[src/rtl/output_write_arbiter_if.sv]
// output_write_arbiter_if: writer/buffer-side bundle of the output write arbiter.
// master = the PE-side writers plus the output buffer, slave = the arbiter.
//
// Handshake: req[i] is writer i's "valid". Once raised, it stays high with
// data_in stable until the writer sees wr_en=1 with gnt[i]=1, which marks the
// write cycle. buf_ready is the buffer's "ready". It is sampled only while the
// arbiter is choosing a writer or waiting for the buffer. A write happens in
// exactly the cycle where wr_en=1, at wr_addr with wr_data.
interface output_write_arbiter_if #(
    parameter int NUM_REQ = 4,
    parameter int DATA_W  = 16,
    parameter int ADDR_W  = 6
);
    logic [NUM_REQ-1:0]        req;
    logic [NUM_REQ*DATA_W-1:0] data_in;
    logic                      buf_ready;
    logic [NUM_REQ-1:0]        gnt;
    logic [NUM_REQ-1:0]        stall;
    logic                      wr_en;
    logic [ADDR_W-1:0]         wr_addr;
    logic [DATA_W-1:0]         wr_data;
    logic                      buf_full;

    modport master (
        output req, data_in, buf_ready,
        input  gnt, stall, wr_en, wr_addr, wr_data, buf_full
    );

    modport slave (
        input  req, data_in, buf_ready,
        output gnt, stall, wr_en, wr_addr, wr_data, buf_full
    );
endinterface

[src/rtl/output_write_arbiter.sv]
// output_write_arbiter: shares the single output-buffer write port among
// NUM_REQ writers. Grants are round-robin by default. Define
// OWA_FIXED_PRIORITY_EN to make the lowest-index requester win instead; the
// round-robin pointer is then removed.
//
// Each transaction runs IDLE -> ARB -> (WAIT_RDY) -> WRITE -> RELEASE.
// Writes go to an auto-incrementing address until DEPTH words have been written.
// A clr starts a new tile.
// dbg_state encoding: 0 IDLE, 1 ARB, 2 WAIT_RDY, 3 WRITE, 4 RELEASE.
// DEPTH must not exceed 2**ADDR_W.
module output_write_arbiter #(
    parameter int NUM_REQ = 4,
    parameter int DATA_W  = 16,
    parameter int ADDR_W  = 6,
    parameter int DEPTH   = 64
) (
    input  logic                  clk,
    input  logic                  rst_n,
    input  logic                  clr,
    output_write_arbiter_if.slave bus,
    output logic [2:0]            dbg_state
);
    localparam int CNT_W = ADDR_W + 1;
    localparam logic [CNT_W-1:0] DEPTH_C = CNT_W'(DEPTH);

    typedef enum logic [2:0] {
        S_IDLE     = 3'd0,
        S_ARB      = 3'd1,
        S_WAIT_RDY = 3'd2,
        S_WRITE    = 3'd3,
        S_RELEASE  = 3'd4
    } state_t;

    state_t             state_q, state_d;
    logic [NUM_REQ-1:0] gnt_q, gnt_d;
    logic [NUM_REQ-1:0] pick;
    logic [CNT_W-1:0]   count_q, count_d;
    logic               buf_full;
    logic               wr_en;
    logic [DATA_W-1:0]  wr_data;

`ifdef OWA_FIXED_PRIORITY_EN
    logic found;

    // Winner selection: the lowest-index active request wins.
    always_comb begin
        pick  = '0;
        found = 1'b0;
        for (int i = 0; i < NUM_REQ; i++) begin
            if (bus.req[i] && !found) begin
                pick[i] = 1'b1;
                found   = 1'b1;
            end
        end
    end
`else
    localparam int PTR_W = (NUM_REQ > 1) ? $clog2(NUM_REQ) : 1;
    localparam logic [PTR_W-1:0] PTR_RST = PTR_W'(NUM_REQ - 1);

    logic [PTR_W-1:0]   ptr_q;
    logic [PTR_W-1:0]   gnt_idx;
    logic [NUM_REQ-1:0] pick_hi, pick_lo;
    logic               found_hi, found_lo;

    // Winner selection: take the first request above ptr. If there is none,
    // wrap around and take the lowest request.
    always_comb begin
        pick_hi  = '0;
        pick_lo  = '0;
        found_hi = 1'b0;
        found_lo = 1'b0;
        for (int i = 0; i < NUM_REQ; i++) begin
            if (bus.req[i] && (PTR_W'(i) > ptr_q) && !found_hi) begin
                pick_hi[i] = 1'b1;
                found_hi   = 1'b1;
            end
            if (bus.req[i] && !found_lo) begin
                pick_lo[i] = 1'b1;
                found_lo   = 1'b1;
            end
        end
        pick = found_hi ? pick_hi : pick_lo;
    end

    // Index of the writer currently holding the one-hot grant.
    always_comb begin
        gnt_idx = '0;
        for (int i = 0; i < NUM_REQ; i++) begin
            if (gnt_q[i]) gnt_idx = PTR_W'(i);
        end
    end

    // ptr remembers the writer served last. clr keeps it; an aborted write does not move it.
    always_ff @(posedge clk) begin
        if (!rst_n) begin
            ptr_q <= PTR_RST;
        end else if (state_q == S_WRITE && !clr) begin
            ptr_q <= gnt_idx;
        end
    end
`endif

    assign buf_full = (count_q == DEPTH_C);

    // State, grant and word count registers.
    always_ff @(posedge clk) begin
        if (!rst_n) begin
            state_q <= S_IDLE;
            gnt_q   <= '0;
            count_q <= '0;
        end else begin
            state_q <= state_d;
            gnt_q   <= gnt_d;
            count_q <= count_d;
        end
    end

    // Next state, next grant, next count and the write strobe. clr overrides everything.
    always_comb begin
        state_d = state_q;
        gnt_d   = gnt_q;
        count_d = count_q;
        wr_en   = 1'b0;
        case (state_q)
            S_IDLE: begin
                if ((|bus.req) && !buf_full) begin
                    state_d = S_ARB;
                    gnt_d   = pick;
                end
            end
            S_ARB: begin
                if (!(|bus.req)) begin
                    // Every writer withdrew before the decision was made.
                    state_d = S_IDLE;
                    gnt_d   = '0;
                end else begin
                    gnt_d   = pick;
                    state_d = bus.buf_ready ? S_WRITE : S_WAIT_RDY;
                end
            end
            S_WAIT_RDY: begin
                if (bus.buf_ready) state_d = S_WRITE;
            end
            S_WRITE: begin
                wr_en   = 1'b1;
                count_d = count_q + 1'b1;
                gnt_d   = '0;
                state_d = S_RELEASE;
            end
            S_RELEASE: begin
                // Dead cycle that lets the served writer drop its request.
                state_d = S_IDLE;
            end
            default: begin
                state_d = S_IDLE;
                gnt_d   = '0;
            end
        endcase
        if (clr) begin
            state_d = S_IDLE;
            gnt_d   = '0;
            count_d = '0;
            wr_en   = 1'b0;
        end
    end

    // Write data is selected from the granted writer's lane.
    always_comb begin
        wr_data = '0;
        for (int i = 0; i < NUM_REQ; i++) begin
            if (gnt_q[i]) wr_data = wr_data | bus.data_in[i*DATA_W +: DATA_W];
        end
    end

    assign bus.gnt      = gnt_q;
    assign bus.wr_en    = wr_en;
    assign bus.wr_addr  = count_q[ADDR_W-1:0];
    assign bus.wr_data  = wr_data;
    assign bus.buf_full = buf_full;
    // A requester stalls unless this is its write cycle. When the tile is
    // cleared or full, writers are released and no stall is shown.
    assign bus.stall    = bus.req
                        & ~({NUM_REQ{state_q == S_WRITE}} & gnt_q)
                        & {NUM_REQ{!(clr || buf_full)}};
    assign dbg_state    = state_q;
endmodule

[src/flat_wrapper.sv]
// flat-port wrapper written by rule: the top's interface ports become plain ports
module output_write_arbiter_flat 
#(
    parameter int NUM_REQ = 4,
    parameter int DATA_W  = 16,
    parameter int ADDR_W  = 6,
    parameter int DEPTH   = 64
)
  (clk, rst_n, clr, dbg_state, bus_req, bus_data_in, bus_buf_ready, bus_gnt, bus_stall, bus_wr_en, bus_wr_addr, bus_wr_data, bus_buf_full);
  output_write_arbiter_if #(.NUM_REQ(NUM_REQ), .DATA_W(DATA_W), .ADDR_W(ADDR_W)) bus_i ();
  input  logic clk;
  input  logic rst_n;
  input  logic clr;
  output logic [2:0] dbg_state;
  input wire logic [$bits(bus_i.req)-1:0] bus_req;
  input wire logic [$bits(bus_i.data_in)-1:0] bus_data_in;
  input wire logic [$bits(bus_i.buf_ready)-1:0] bus_buf_ready;
  output wire logic [$bits(bus_i.gnt)-1:0] bus_gnt;
  output wire logic [$bits(bus_i.stall)-1:0] bus_stall;
  output wire logic [$bits(bus_i.wr_en)-1:0] bus_wr_en;
  output wire logic [$bits(bus_i.wr_addr)-1:0] bus_wr_addr;
  output wire logic [$bits(bus_i.wr_data)-1:0] bus_wr_data;
  output wire logic [$bits(bus_i.buf_full)-1:0] bus_buf_full;
  assign bus_i.req = bus_req;
  assign bus_i.data_in = bus_data_in;
  assign bus_i.buf_ready = bus_buf_ready;
  assign bus_gnt = bus_i.gnt;
  assign bus_stall = bus_i.stall;
  assign bus_wr_en = bus_i.wr_en;
  assign bus_wr_addr = bus_i.wr_addr;
  assign bus_wr_data = bus_i.wr_data;
  assign bus_buf_full = bus_i.buf_full;
  output_write_arbiter #(.NUM_REQ(NUM_REQ), .DATA_W(DATA_W), .ADDR_W(ADDR_W), .DEPTH(DEPTH)) u_core (.clk(clk), .rst_n(rst_n), .clr(clr), .bus(bus_i), .dbg_state(dbg_state));
endmodule
[config.mk]
export PLATFORM = sky130hd
export DESIGN_NAME = output_write_arbiter_flat
export DESIGN_NICKNAME = d
export VERILOG_FILES = /design/src/rtl/output_write_arbiter_if.sv /design/src/rtl/output_write_arbiter.sv /design/src/flat_wrapper.sv
export SDC_FILE = /design/constraint.sdc
export NUM_CORES = 1
export LEC_CHECK = 0
export ABC_AREA = 1
export BUFFER_PORTS_ARGS = -buffer_cell sky130_fd_sc_hd__clkbuf_2
export CAP_MARGIN = 20
export CORE_UTILIZATION = 40
export CTS_CLUSTER_DIAMETER = 30
export CTS_CLUSTER_SIZE = 16
export DETAILED_ROUTE_END_ITERATION = 16
export PLACE_DENSITY = 0.83
export SYNTH_ARGS = -nofsm -noshare
export SYNTH_HDL_FRONTEND = slang
export SYNTH_SLANG_ARGS = --single-unit
export TNS_END_PERCENT = 10
[constraint.sdc]
create_clock -name clk -period 1.72 [get_ports clk]
set_input_delay 0.258 -clock clk [delete_from_list [all_inputs] [get_ports clk]]
set_output_delay 0.258 -clock clk [all_outputs]
set_load 0.02 [all_outputs]
# Yosys cells after proc, flatten, opt, wreduce, memory -nomap -nowiden
# Cells that the tools add are included.
[word_totals] out_inout_bits=35 word_cells=84 reg_bits=16 input_bits=72
[op_classes] muxes=31 addsub=1 reduce_logical=28 n_eq_ne=7 magnitude_cmp=4 n_bitwise=9
[ops] op="$mux W16" count=4
[ops] op="$or A16 B16 Y16" count=3
[ops] op="$mux W1" count=17
[ops] op="$and A4 B4 Y4" count=3
[ops] op="$logic_and A1 B1 Y1" count=12
[ops] op="$mux W4" count=3
[ops] op="$pmux W3 S4" count=1
[ops] op="$pmux W4 S3" count=1
[ops] op="$logic_not A1 Y1" count=9
[ops] op="$mux W3" count=3
[ops] op="$add A7 B1 Y7 const B" count=1
[ops] op="$eq A7 B7 Y1 const B" count=1
[ops] op="$eq A3 B2 Y1 const B" count=2
[ops] op="$gt A1 B2 Y1 const A" count=2
[ops] op="$gt A2 B2 Y1 const A" count=2
[ops] op="$mux W2" count=2
[ops] op="$not A4 Y4" count=1
[ops] op="$reduce_and A2 Y1" count=2
[ops] op="$reduce_or A2 Y1" count=2
[ops] op="$reduce_or A4 Y1" count=1
[ops] op="$eq A3 B1 Y1 const B" count=1
[ops] op="$eq A3 B3 Y1 const B" count=1
[ops] op="$logic_not A3 Y1" count=1
[ops] op="$ne A2 B1 Y1 const B" count=1
[ops] op="3 further kinds" count=4

# Depth between registers and ports, before layout
# Gate-level depths: netlist of run 1.
[logic_depth] word_depth=15 depth_mapped=11 mapped_depth_nobuf=11

# Least setup slack after synthesis of run 1
# No wires, ideal clock.
[synth_timing] path_type="register to output" start="register u_core.count_q[0]" end="output bus_stall[2]" path_stages_with_launch=8 setup_slack_ns=0.065 required_time_ns=1.462 arrival_ns=1.397 path_cell_list="dfxtp_1 -> inv_1 -> ha_1 -> nand2_1 -> inv_1 -> nand3_1 -> nand2_1 -> a211oi_1"
[synth_between] elab_chain_len=4
[synth_lines] element="start: declaration" line="output_write_arbiter.sv:37" source="logic [CNT_W-1:0] count_q, count_d;"
[synth_lines] element="start signal: assignment" line="output_write_arbiter.sv:114" source="count_q <= count_d;"
[synth_lines] element="$eq A7 B7 Y1" line="output_write_arbiter.sv:103" source="assign buf_full = (count_q == DEPTH_C);"
[synth_lines] element="$logic_or A1 B1 Y1" line="output_write_arbiter.sv:184" source="& {NUM_REQ{!(clr || buf_full)}};"
[synth_lines] element="$logic_not A1 Y1" line="output_write_arbiter.sv:184"
[synth_lines] element="$and A4 B4 Y4" line="output_write_arbiter.sv:184"
[synth_lines] element="end: declaration" line="flat_wrapper.sv:19" source="output wire logic [$bits(bus_i.stall)-1:0] bus_stall;"
# No other way between the ends.

# Final worst setup path of run 1
# Same ends and word-level chain as after synthesis.

==> results of run 1 <==
-- per-stage QoR --
| step | instance area, µm² | setup TNS, ns | instances |
|---|---|---|---|
| 6_report | 1980 | -0.0211 | 399 |
| 5_1_grt | 1980 | -0.139 | 399 |
| 4_1_cts | 1980 | 0 | 399 |
| 3_5_place_dp | 1900 | 0 | 392 |
| 3_3_place_gp | 1900 | 0 | 392 |
| 2_1_floorplan | 1370 | 0 | 253 |
-- routing by layer --
layer	vias up	wire length [µm]	global-route usage
li1	1000	-	-
met1	839	1890	0.280
met2	62	2190	0.388
met3	7	240	0.0384
met4	0	34	0.0422
met5	-	0	0
-- final timing paths --
check                                          to  slack (ns)  depth (start not counted)
worst min register to register  u_core.count_q[1]        0.47                          2
worst max register to register  u_core.bus.gnt[3]        0.30                         12
worst max-delay path                 bus_stall[2]       -0.02                          8
worst min-delay path              u_core.ptr_q[0]        0.17                          2
-- flip-flops by register name (all words and copies together), names as in the netlist --
| register | cells |
|---|---|
| u_core.dbg_state | 3 |
| u_core.ptr_q | 2 |
| u_core.bus.gnt | 4 |
| u_core.count_q | 7 |
-- cell usage in the layout (no fill, tap or decap), drive strengths merged, types with 7 or more instances in the layout --
cell	count
clkbuf	109
dfxtp	16
inv	25
nand3	10
nor2	33
a21oi	7
o21ai	11
buf	9
nand4	18
nand2	108
-- repair_timing --
action | 4_1_cts | 5_1_grt
pin swaps | 1 | 0
buffers inserted | 3 | 0
endpoints found under the setup margin | 4 | 6
resized for setup | 8 | 4
-- power by group --
group | internal [mW] | switching, mW | total (mW)
Sequential | 0.377 | 0.00808 | 0.385
Clock | 0.129 | 0.128 | 0.257
Combinational | 0.128 | 0.176 | 0.304
Total | 0.634 | 0.313 | 0.947
-- cell type report --
cell class / count / area [µm²]
inverters: 25 / 93.8
fillers: 324 / 1170
multi-input cells: 196 / 881
repair buffers: 114 / 593
clock buffers: 4 / 36.3
well taps: 44 / 55.1
flip-flops and latches: 16 / 325
-- worst max-delay path: cells and delay by family, from the launching register on --
kind / cells / cell delay, ns
AO/OA/AOI/OAI: 1 / 0.20
adder cells (fa/ha/maj): 1 / 0.16
buffers and inverters: 3 / 0.27
flip-flops: 1 / 0.34
AND/OR/NAND/NOR: 3 / 0.22
-- synthesized netlist by cell type, types with 3 or more instances --
cell,count
nand2_1,107
nor2_1,31
inv_1,24
nand4_1,18
dfxtp_1,16
nand3_1,9
o21ai_0,9
a21oi_1,7
clkbuf_1,7
buf_4,6
buf_2,3
nor3_1,3
-- cell families (layout without fill, tap and decap cells) --
family	after synthesis	after routing	synth area share
adder cells (fa/ha/maj)	2	2	0.0183
buffers and inverters	41	143	0.132
AND/OR/NAND/NOR	173	173	0.534
flip-flops	16	16	0.234
AO/OA/AOI/OAI	21	21	0.0815
==> results.txt, run 1 <==
The insertion delay to the later sink of the worst-skew pair came out at 0.30 ns. The initial utilization of the core area, before any placement, comes to 0.433. The total power divided by cell area came out at around 480 nW/µm². In the final layout, the share of cells above drive strength 1 is 0.377.

The count of hold buffers inserted by post-cts repair came out at 0. The tightest slew margin relative to the limit is 0.753. The clock period minus worst slack came out at around 1.7 ns. The global-route usage over all layers came out at 0.219. The clock buffer count from CTS came out at 3. The worst setup path is of the flop to output pin kind. The count of buffers added on input and output ports is 106. The worst hold path belongs to the class primary input to flop. The cell area after synthesis is ~1400 µm². The cell row count came out at 20. The signal on the critical path passes through inv_2 > ha_2 > nand2_1 > inv_1 > nand3_2 > nand2_2 > a211oi_2 > buf_4. The ratio of final minimum period to clock period is 1.01.

The H-tree depth reported by CTS came out at 1. The largest driver fanout on the critical path is 4. The total number of nets in the final design came out at 430. The sequential fraction of the synthesis area came out at 0.234.

The wire length of the first global-routing pass came out at approximately 6.2 mm. Based on the critical path, the design can be clocked at up to approximately 570 MHz. The worst setup margin came out at -0.0211 ns. The leakage power summed over all cells came out at between 1 and 1.5 nW. The number of max-capacitance violations reported came out at 0.

The synthesized netlist cell count is about 250. The sum of net half-perimeters after detailed placement came out at 3.35 mm. The number of warnings reported in the yosys synthesis log came out at 0. The worst setup path is captured at an output pin. The number of enable flip-flop cells after synthesis is 0. The core region area is approximately 3200 µm². The max-slew violation count came out at 0.

The aggregate global routing overflow came out at 0. The pre-CTS worst setup slack came out at between 0.1 and 0.15 ns. Setup repair after global routing could not meet its margin everywhere. Of the post-synthesis cell area, the dominant cell type holds 0.294. The standard cell with the maximum stage delay on the critical path is dfxtp_2.

The data required time of the worst path came out at 1.46 ns. At the end of the flow the core is filled with cells to 0.629. The detailed-route DRC error count is 0. Overall power consumption after layout is estimated at ~0.95 mW. The number of search-and-repair iterations in the first detailed-routing pass came out at 4. The share of synthesized flip-flops with an asynchronous set or reset is 0. The floorplan die width came out at approximately 60 µm. The setup clock skew after layout came out at between 0.01 and 0.015 ns.

By area the synthesized netlist is led by nand2_1 29%, dfxtp_1 23%, nor2_1 8.5%, nand4_1 8.2%, inv_1 6.6%. The via count of the first global-routing pass came out at between 1,000 and 1,500. Relative to the synthesized area, the layout overhead comes to 45.2%.

The number of failing hold endpoints at the final stage came out at 0. The initial antenna violation count came out at 0. The synthesized area divided by synthesized cell count came out at roughly 5.4 µm². The number of antenna diodes in the final layout is 0. The worst register-to-register path begins at u_core.count_q[0]. The clock edge transition at the registers on the reported setup and hold paths is about 0.090 ns. TritonCTS built the clock tree. The CTS root buffer is clkbuf_4. STA puts the critical path data arrival time at roughly 1.5 ns.

The worst-case hold slack is approximately 0.17 ns. In this run the most critical hold path is launched from rst_n. The maximum buffer depth of the clock tree is 2.

The cell type with the highest aggregate area in the netlist is nand2_1. The last weighted congestion value of the routability-driven placer is just over 0.8. The checks that failed: negative setup slack.

The full die area came out at between 3000 and 4000 µm². The worst setup path startpoint is u_core.count_q[0]. The die is 60.4 µm tall. The count of pins on the block boundary came out at between 100 and 150. Among all flip-flop cells after synthesis, the most frequent one is dfxtp_1.

When the netlist entered floorplanning its net count stood at about 330. The number of distinct standard cells referenced by the synthesized netlist came out at 22. The first routing iteration left 85 violations. After detailed routing, the total wire length is between 4 and 5 mm. For the pin with the worst max-slew slack, the measured transition is 0.369 ns. The number of storage elements in the synthesis netlist came out at 16. The flow ran to the end, but the final reports show violations.

Across the VDD grid, the largest voltage drop is 0.373 mV. The total number of vias came out at about 1,900. The worst stage delay on the critical path is ~0.34 ns. The pin count of the biggest net entering global routing is 18. The total number of clock tree sinks is 16. Setup violations remaining at the end of the flow were counted as 1. The via count normalized by instance count came out at around 4.8. The number of routed nets with antenna violations is 0. The routed wire length per instance came out at between 10 and 15 µm. The worst setup path is launched from a flop.
Note: power is estimated with default switching activity, not from simulation.
==> inputs of run 2 (changes only) <==
--- a/config.mk
+++ b/config.mk
@@ -8,11 +8,13 @@
 export ABC_AREA = 1
 export BUFFER_PORTS_ARGS = -buffer_cell sky130_fd_sc_hd__clkbuf_2
 export CAP_MARGIN = 20
+export CORE_ASPECT_RATIO = 0.75
 export CORE_UTILIZATION = 40
 export CTS_CLUSTER_DIAMETER = 30
 export CTS_CLUSTER_SIZE = 16
 export DETAILED_ROUTE_END_ITERATION = 16
 export PLACE_DENSITY = 0.83
+export SETUP_SLACK_MARGIN = 0.02
 export SYNTH_ARGS = -nofsm -noshare
 export SYNTH_HDL_FRONTEND = slang
 export SYNTH_SLANG_ARGS = --single-unit
==> run 2 against run 1 <==
  * Critical endpoint unchanged
  * Register-to-register slack better by 0.02 ns
  * The run now ends clean
  * Worst hold slack better by 0.040 ns
  * Final cell count down 1.5%
  * Combinational power about the same
  * Count of clock-buffer cells in the layout down 1
  * Clock skew down 0.0048 ns
  * Sequential cell count unchanged
  * Critical path type unchanged
  * Sequential power about the same
  * Largest power group unchanged
==> results.txt, run 2 (synthesized netlist as in run 1, its figures left out) <==
The wire length of the first global-routing pass is 6.87 mm (was 6.20 mm). The kind of cell adding the most delay to the critical path is flip-flops (unchanged). The global-route usage over all layers came to 0.236 (was 0.219). The full die area is 3660 µm² (was 3650 µm²). The area added between synthesis and finish was 47.5% (was 45.2%). The count of input and output buffers is 106 (unchanged). The via count normalized by instance count came to 4.83 (was 4.78). The standard cell with the maximum stage delay on the critical path is dfxtp_2 (unchanged). The total number of cells along the worst setup path is 8 (unchanged).

The number of routed nets with antenna violations is 0 (unchanged). The data arrival time of the critical path is 1.43 ns (was 1.48 ns). The number of placed instances, taps included is 387 (was 392).

The sum of net half-perimeters after detailed placement came to 3.53 mm (was 3.35 mm). The leakage power summed over all cells came to 1.09 nW (was 1.08 nW). The number of max-capacitance violations reported came out at 0 (unchanged). The filler-free cell count of the finished design is 393 (was 399). The maximum buffer depth of the clock tree is 2 (unchanged).

The total number of vias is 1,899 (was 1,908). The pin count of the biggest net entering global routing came out at 18 (unchanged). The vertical die dimension was 52.6 µm (was 60.4 µm). The number of antenna diodes is 0 (unchanged). The worst stage delay on the critical path is 0.35 ns (was 0.34 ns). The last weighted congestion value of the routability-driven placer is 0.883 (was 0.823). The cell row count came out at 17 (was 20). Highest-count cells in the layout ignoring fill and taps: 105 x nand2_1, 105 x clkbuf_2, 31 x nor2_1 (was 106 x nand2_1, 105 x clkbuf_2, 31 x nor2_1).

The worst hold path class is primary input to flop (unchanged). The tightest slew margin relative to the limit was 0.756 (was 0.753). The initial antenna violation count was 0 (unchanged). The clock period minus worst slack came out at 1.69 ns (was 1.74 ns). The nature of the critical path endpoint is an output pin (unchanged). The detailed-route DRC error count is 0 (unchanged). The number of search-and-repair iterations in the first detailed-routing pass came to 4 (unchanged). The insertion delay to the later sink of the worst-skew pair came to 0.25 ns (was 0.30 ns). The number of flip-flops under the largest register name came out at 7 (unchanged).

The floorplan die width is 69.5 µm (was 60.4 µm). The CTS root buffer is clkbuf_8 (was clkbuf_4). The placed cell area came out at 1900 µm² (unchanged).

The clock tree from TritonCTS is yes (unchanged). The via count of the first global-routing pass is 1,540 (was 1,469). The count of hold buffers inserted by post-cts repair came out at 0 (unchanged). The routed wire length per instance was 11.2 µm (was 10.9 µm). The worst reg-to-reg path cell count came to 12 (unchanged). The upper clock frequency limit came out at 593 MHz (was 574 MHz). The finished layout cell area is 2020 µm² (was 1980 µm²). The max-slew violation count is 0 (unchanged). Run status: finished clean (was finished, violations left). The number of failing hold endpoints at the final stage came out at 0 (unchanged). The count of pins on the block boundary came out at 107 (unchanged). The aggregate global routing overflow came out at 0 (unchanged).

The highest ir drop seen on vdd came to 0.353 mV (was 0.373 mV). The total number of clock tree sinks is 16 (unchanged). The core region area came out at 3080 µm² (was 3150 µm²). The register with the highest flop count is u_core.count_q (unchanged). The transition time of the tightest slew-check pin is 0.366 ns (was 0.369 ns). The depth of the worst hold-timing path came out at 2 (unchanged). The initial cell density of the core is 0.443 (was 0.433). The largest driver fanout on the critical path is 4 (unchanged). The number of buffer and inverter instances along the worst setup path was 3 (unchanged). The sum of internal, switching and leakage power was 0.976 mW (was 0.947 mW).

The final setup violation count came out at 0 (was 1). Chain of cells forming the critical path: inv_4 > ha_4 > nand2_2 > inv_2 > nand3_4 > nand2_4 > a211oi_2 > buf_4 (was inv_2 > ha_2 > nand2_1 > inv_1 > nand3_2 > nand2_2 > a211oi_2 > buf_4). The clock buffer count from CTS was 3 (unchanged). The pre-CTS worst setup slack is 0.125 ns (was 0.119 ns). The worst setup margin came out at 0.0345 ns (was -0.0211 ns). The total number of nets in the final design was 431 (was 430). The total wire length came to 4.40 mm (was 4.36 mm). The share of post-route cells with drive strength above 1 is 0.380 (was 0.377). The H-tree depth reported by CTS came out at 1 (unchanged). RSZ-0062 raised after global routing: yes (unchanged). The clock edge transition at the registers on the reported setup and hold paths is 0.07 ns (was 0.09 ns).

The total power divided by cell area came to 484 nW/µm² (was 477 nW/µm²). The category of the worst setup path launch point is a flop (unchanged). The detailed router's first-iteration violation count is 157 (was 85). The ratio of final minimum period to clock period came out at 0.980 (was 1.01). The classification of the worst setup path is flop to output pin (unchanged).

The setup clock skew after layout is 0.00709 ns (was 0.0119 ns). The data required time of the worst path came out at 1.46 ns (about the same).
## run 2: path summary, 6_finish.rpt
check / start / to / slack, ns
worst max register to register: u_core.count_q[1] / u_core.bus.gnt[3] / 0.32
worst min-delay path: rst_n / u_core.ptr_q[0] / 0.21
worst min register to register: u_core.count_q[0] / u_core.count_q[0] / 0.49
worst max-delay path: u_core.count_q[0] / bus_stall[2] / 0.03
## run 2: power by group
part | switching (mW) | total (mW) | internal (mW)
registers | 0.00896 | 0.387 | 0.378
clock network | 0.128 | 0.283 | 0.155
logic | 0.178 | 0.306 | 0.128
total | 0.314 | 0.976 | 0.661
## run 2: final cells by class
class | instances | area (µm²)
clock buffer | 3 | 41.3
fill | 301 | 1070
inverter | 25 | 96.3
multi-input combinational | 196 | 906
sequential | 16 | 324
tap | 38 | 47.5
timing repair buffer | 115 | 601
## run 2: worst register-to-register path, delay by kind of cell (launching register included)
| family | cells | cell delay (ns) |
|---|---|---|
| adders and majority gates | 1 | 0.13 |
| buffers and inverters | 3 | 0.28 |
| and+or+nand+nor | 8 | 0.57 |
| DFF | 1 | 0.32 |
## run 2: metrics by stage
| stage | util | TNS, ns | hold slack [ns] |
|---|---|---|---|
| after floorplan | - | 0 | 0.343 |
| after global placement | 0.617 | 0 | 0.466 |
| after detailed placement | 0.617 | 0 | 0.472 |
| after CTS | 0.641 | 0 | 0.211 |
| after global routing | 0.654 | -0.0489 | 0.211 |
| final | 0.654 | 0 | 0.211 |
## run 2: metal layers
| layer | share of wire | GRT usage | routed length, µm |
|---|---|---|---|
| met1 | 0.45 | 0.321 | 1990 |
| met2 | 0.48 | 0.387 | 2110 |
| met3 | 0.066 | 0.0500 | 292 |
| met4 | 0.0023 | 0.0442 | 10 |
| met5 | 0 | 0 | 0 |
## run 2: timing repair
item,4_1_cts,5_1_grt
buffers inserted,2,1
endpoints found under the setup margin,4,4
gates resized for setup,6,11
pin swaps,0,3
==> inputs of run 3 (changes only) <==
--- a/config.mk
+++ b/config.mk
@@ -13,7 +13,7 @@
 export CTS_CLUSTER_DIAMETER = 30
 export CTS_CLUSTER_SIZE = 16
 export DETAILED_ROUTE_END_ITERATION = 16
-export PLACE_DENSITY = 0.83
+export PLACE_DENSITY = 0.81
 export SETUP_SLACK_MARGIN = 0.02
 export SYNTH_ARGS = -nofsm -noshare
 export SYNTH_HDL_FRONTEND = slang
==> run 3 against run 2 <==
  * First-iteration DRC count down 1.3%
  * Power up 6.3%
  * Non-clock buffer count up 2
  * Design area up 1.4%
  * Wire length up 0.14%
  * Count of clock-buffer cells in the layout up 1
  * Sequential cell count unchanged
  * Critical path depth unchanged
  * Worst hold slack worse by 0.0099 ns
  * Critical path type unchanged
  * Critical endpoint unchanged
  * Largest cell class unchanged
==> results.txt, run 3 (synthesized netlist as in run 1, its figures left out) <==
The classification of the worst setup path is flop to output pin (unchanged). Run status: finished clean (unchanged). The count of input and output buffers came out at 106 (unchanged). The core region area is 3080 µm² (unchanged). The clock edge transition at the registers on the reported setup and hold paths is 0.07 ns (about the same). The cell row count is 17 (unchanged). The count of hold buffers inserted by post-cts repair is 0 (unchanged). The floorplan die width is 69.5 µm (unchanged).

The standard cell with the maximum stage delay on the critical path was dfxtp_2 (unchanged). The pin count of the biggest net entering global routing came to 18 (unchanged). The register with the highest flop count is u_core.count_q (unchanged). The insertion delay to the later sink of the worst-skew pair is 0.25 ns (about the same). The kind of cell adding the most delay to the critical path is flip-flops (unchanged). The setup clock skew after layout is 0.00643 ns (was 0.00709 ns).

The number of search-and-repair iterations in the first detailed-routing pass is 4 (unchanged). The via count normalized by instance count was 4.83 (about the same). The number of flip-flops under the largest register name was 7 (unchanged). The tightest slew margin relative to the limit was 0.758 (was 0.756). The vertical die dimension is 52.6 µm (unchanged). The aggregate negative setup slack is 0 ns (unchanged). The total number of nets in the final design is 433 (was 431). The total wire length came out at 4.41 mm (was 4.40 mm). The worst hold path class was primary input to flop (unchanged). The number of max-capacitance violations reported came to 0 (unchanged). The ratio of final minimum period to clock period is 0.981 (was 0.980).

The initial antenna violation count came to 0 (unchanged). The total power divided by cell area came to 507 nW/µm² (was 484 nW/µm²). The initial cell density of the core came out at 0.443 (unchanged). The data arrival time of the critical path came to 1.43 ns (about the same). The global-route usage over all layers came out at 0.233 (was 0.236). The sum of net half-perimeters after detailed placement is 3.53 mm (about the same). The via count of the first global-routing pass is 1,510 (was 1,540).

The highest ir drop seen on vdd is 0.360 mV (was 0.353 mV). The full die area came out at 3660 µm² (unchanged). The utilization after layout is 0.663 (was 0.654).

The last weighted congestion value of the routability-driven placer is 0.828 (was 0.883). RSZ-0062 raised after global routing: yes (unchanged). The count of pins on the block boundary was 107 (unchanged).

The largest driver fanout on the critical path came to 4 (unchanged). The number of failing hold endpoints at the final stage is 0 (unchanged). The clock period minus worst slack came out at 1.69 ns (about the same).

The upper clock frequency limit was 593 MHz (about the same). The maximum buffer depth of the clock tree is 2 (unchanged). The total number of vias came out at 1,914 (was 1,899).

The share of post-route cells with drive strength above 1 is 0.391 (was 0.380). The cell that appears most often on the critical path is inv_2. The aggregate global routing overflow is 0 (unchanged). The number of antenna diodes is 0 (unchanged). The nature of the critical path endpoint was an output pin (unchanged). Chain of cells forming the critical path: inv_2 > ha_4 > nand2_2 > inv_2 > nand3_4 > nand2_4 > a211oi_2 > buf_4 (was inv_4 > ha_4 > nand2_2 > inv_2 > nand3_4 > nand2_4 > a211oi_2 > buf_4). The routed wire length per instance came out at 11.1 µm (was 11.2 µm).

The clock tree from TritonCTS is yes (unchanged). The leakage power summed over all cells is 1.10 nW (was 1.09 nW). Highest-count cells in the layout ignoring fill and taps: 105 x nand2_1, 105 x clkbuf_2, 31 x nor2_1 (unchanged). The detailed router's first-iteration violation count is 155 (was 157). The worst-case hold slack came out at 0.201 ns (was 0.211 ns).

The detailed-route DRC error count is 0 (unchanged). The transition time of the tightest slew-check pin came out at 0.362 ns (was 0.366 ns). The CTS root buffer is clkbuf_8 (unchanged). The clock buffer count from CTS was 3 (unchanged). The data required time of the worst path is 1.46 ns (about the same). The wire length of the first global-routing pass is 6.87 mm (about the same). The total number of clock tree sinks is 16 (unchanged). The worst stage delay on the critical path came out at 0.33 ns (was 0.35 ns).

The number of routed nets with antenna violations was 0 (unchanged). The H-tree depth reported by CTS came out at 1 (unchanged). The number of buffer and inverter instances along the worst setup path is 3 (unchanged). The finished layout cell area came out at 2040 µm² (was 2020 µm²). The max-slew violation count came out at 0 (unchanged). The area added between synthesis and finish is 49.6% (was 47.5%). The placed cell area was 1900 µm² (unchanged). The final setup violation count came out at 0 (unchanged). The category of the worst setup path launch point is a flop (unchanged).
[run 3: changes by cell type in the layout (fill, tap and decap cells not counted)]
cell,before,now
inv_4,1,0
inv_2,3,4
dfxtp_2,3,5
o21ai_0,9,8
o21ai_1,2,3
clkbuf_8,3,4
dfxtp_1,13,11
buf_4,10,12
[run 3: timing repair]
item,4_1_cts,5_1_grt
endpoints found under the hold margin,0,0
endpoints found under the setup margin,4,4
buffers inserted,2,3
pin swaps,0,3
gates resized for setup,6,13
[run 3: area by class of cell]
class	count	area, µm²
Clock buffer	4	55.1
Fill cell	308	1040
Inverter	25	93.8
Multi-Input combinational cell	196	906
Sequential cell	16	327
Tap cell	38	47.5
Timing Repair Buffer	117	616
[run 3: metal layers]
| layer | vias up | routed length (µm) | GRT usage |
|---|---|---|---|
| met2 | 52 | 2100 | 0.375 |
| met1 | 853 | 2090 | 0.331 |
| met3 | 2 | 212 | 0.0500 |
| met5 | - | 0 | 0 |
| met4 | 0 | 8 | 0.0204 |
| li1 | 1007 | - | - |
[run 3: path summary, 6_finish.rpt]
check / startpoint / end / slack (ns) / cells after the start
min: rst_n / u_core.ptr_q[0] / 0.20 / 2
min reg2reg: u_core.count_q[1] / u_core.count_q[1] / 0.51 / 2
max reg2reg: u_core.count_q[1] / u_core.bus.gnt[1] / 0.30 / 12
max: u_core.count_q[1] / bus_stall[2] / 0.03 / 8
[run 3: worst reg2reg max path: cells and delay by family (launching register included)]
kind | cells | cell delay, ns
fa+ha+maj | 1 | 0.13
flops | 1 | 0.32
simple gates | 8 | 0.60
buf+inv | 3 | 0.28
[run 3: report_power, final]
| part | total [mW] | leakage, nW | switching (mW) | internal (mW) |
|---|---|---|---|---|
| logic | 0.311 | 0.944 | 0.181 | 0.130 |
| registers | 0.384 | 0.132 | 0.00694 | 0.377 |
| clock network | 0.342 | 0.0288 | 0.139 | 0.203 |
[run 3: metrics by stage]
step                instances  power [mW]  setup slack [ns]
floorplan                 253       0.548            0.0651
global placement          387       0.693             0.179
detailed placement        387       0.698            0.0963
CTS                       393        1.04            0.0328
global route              396        1.09           -0.0145
finish                    396        1.04            0.0323
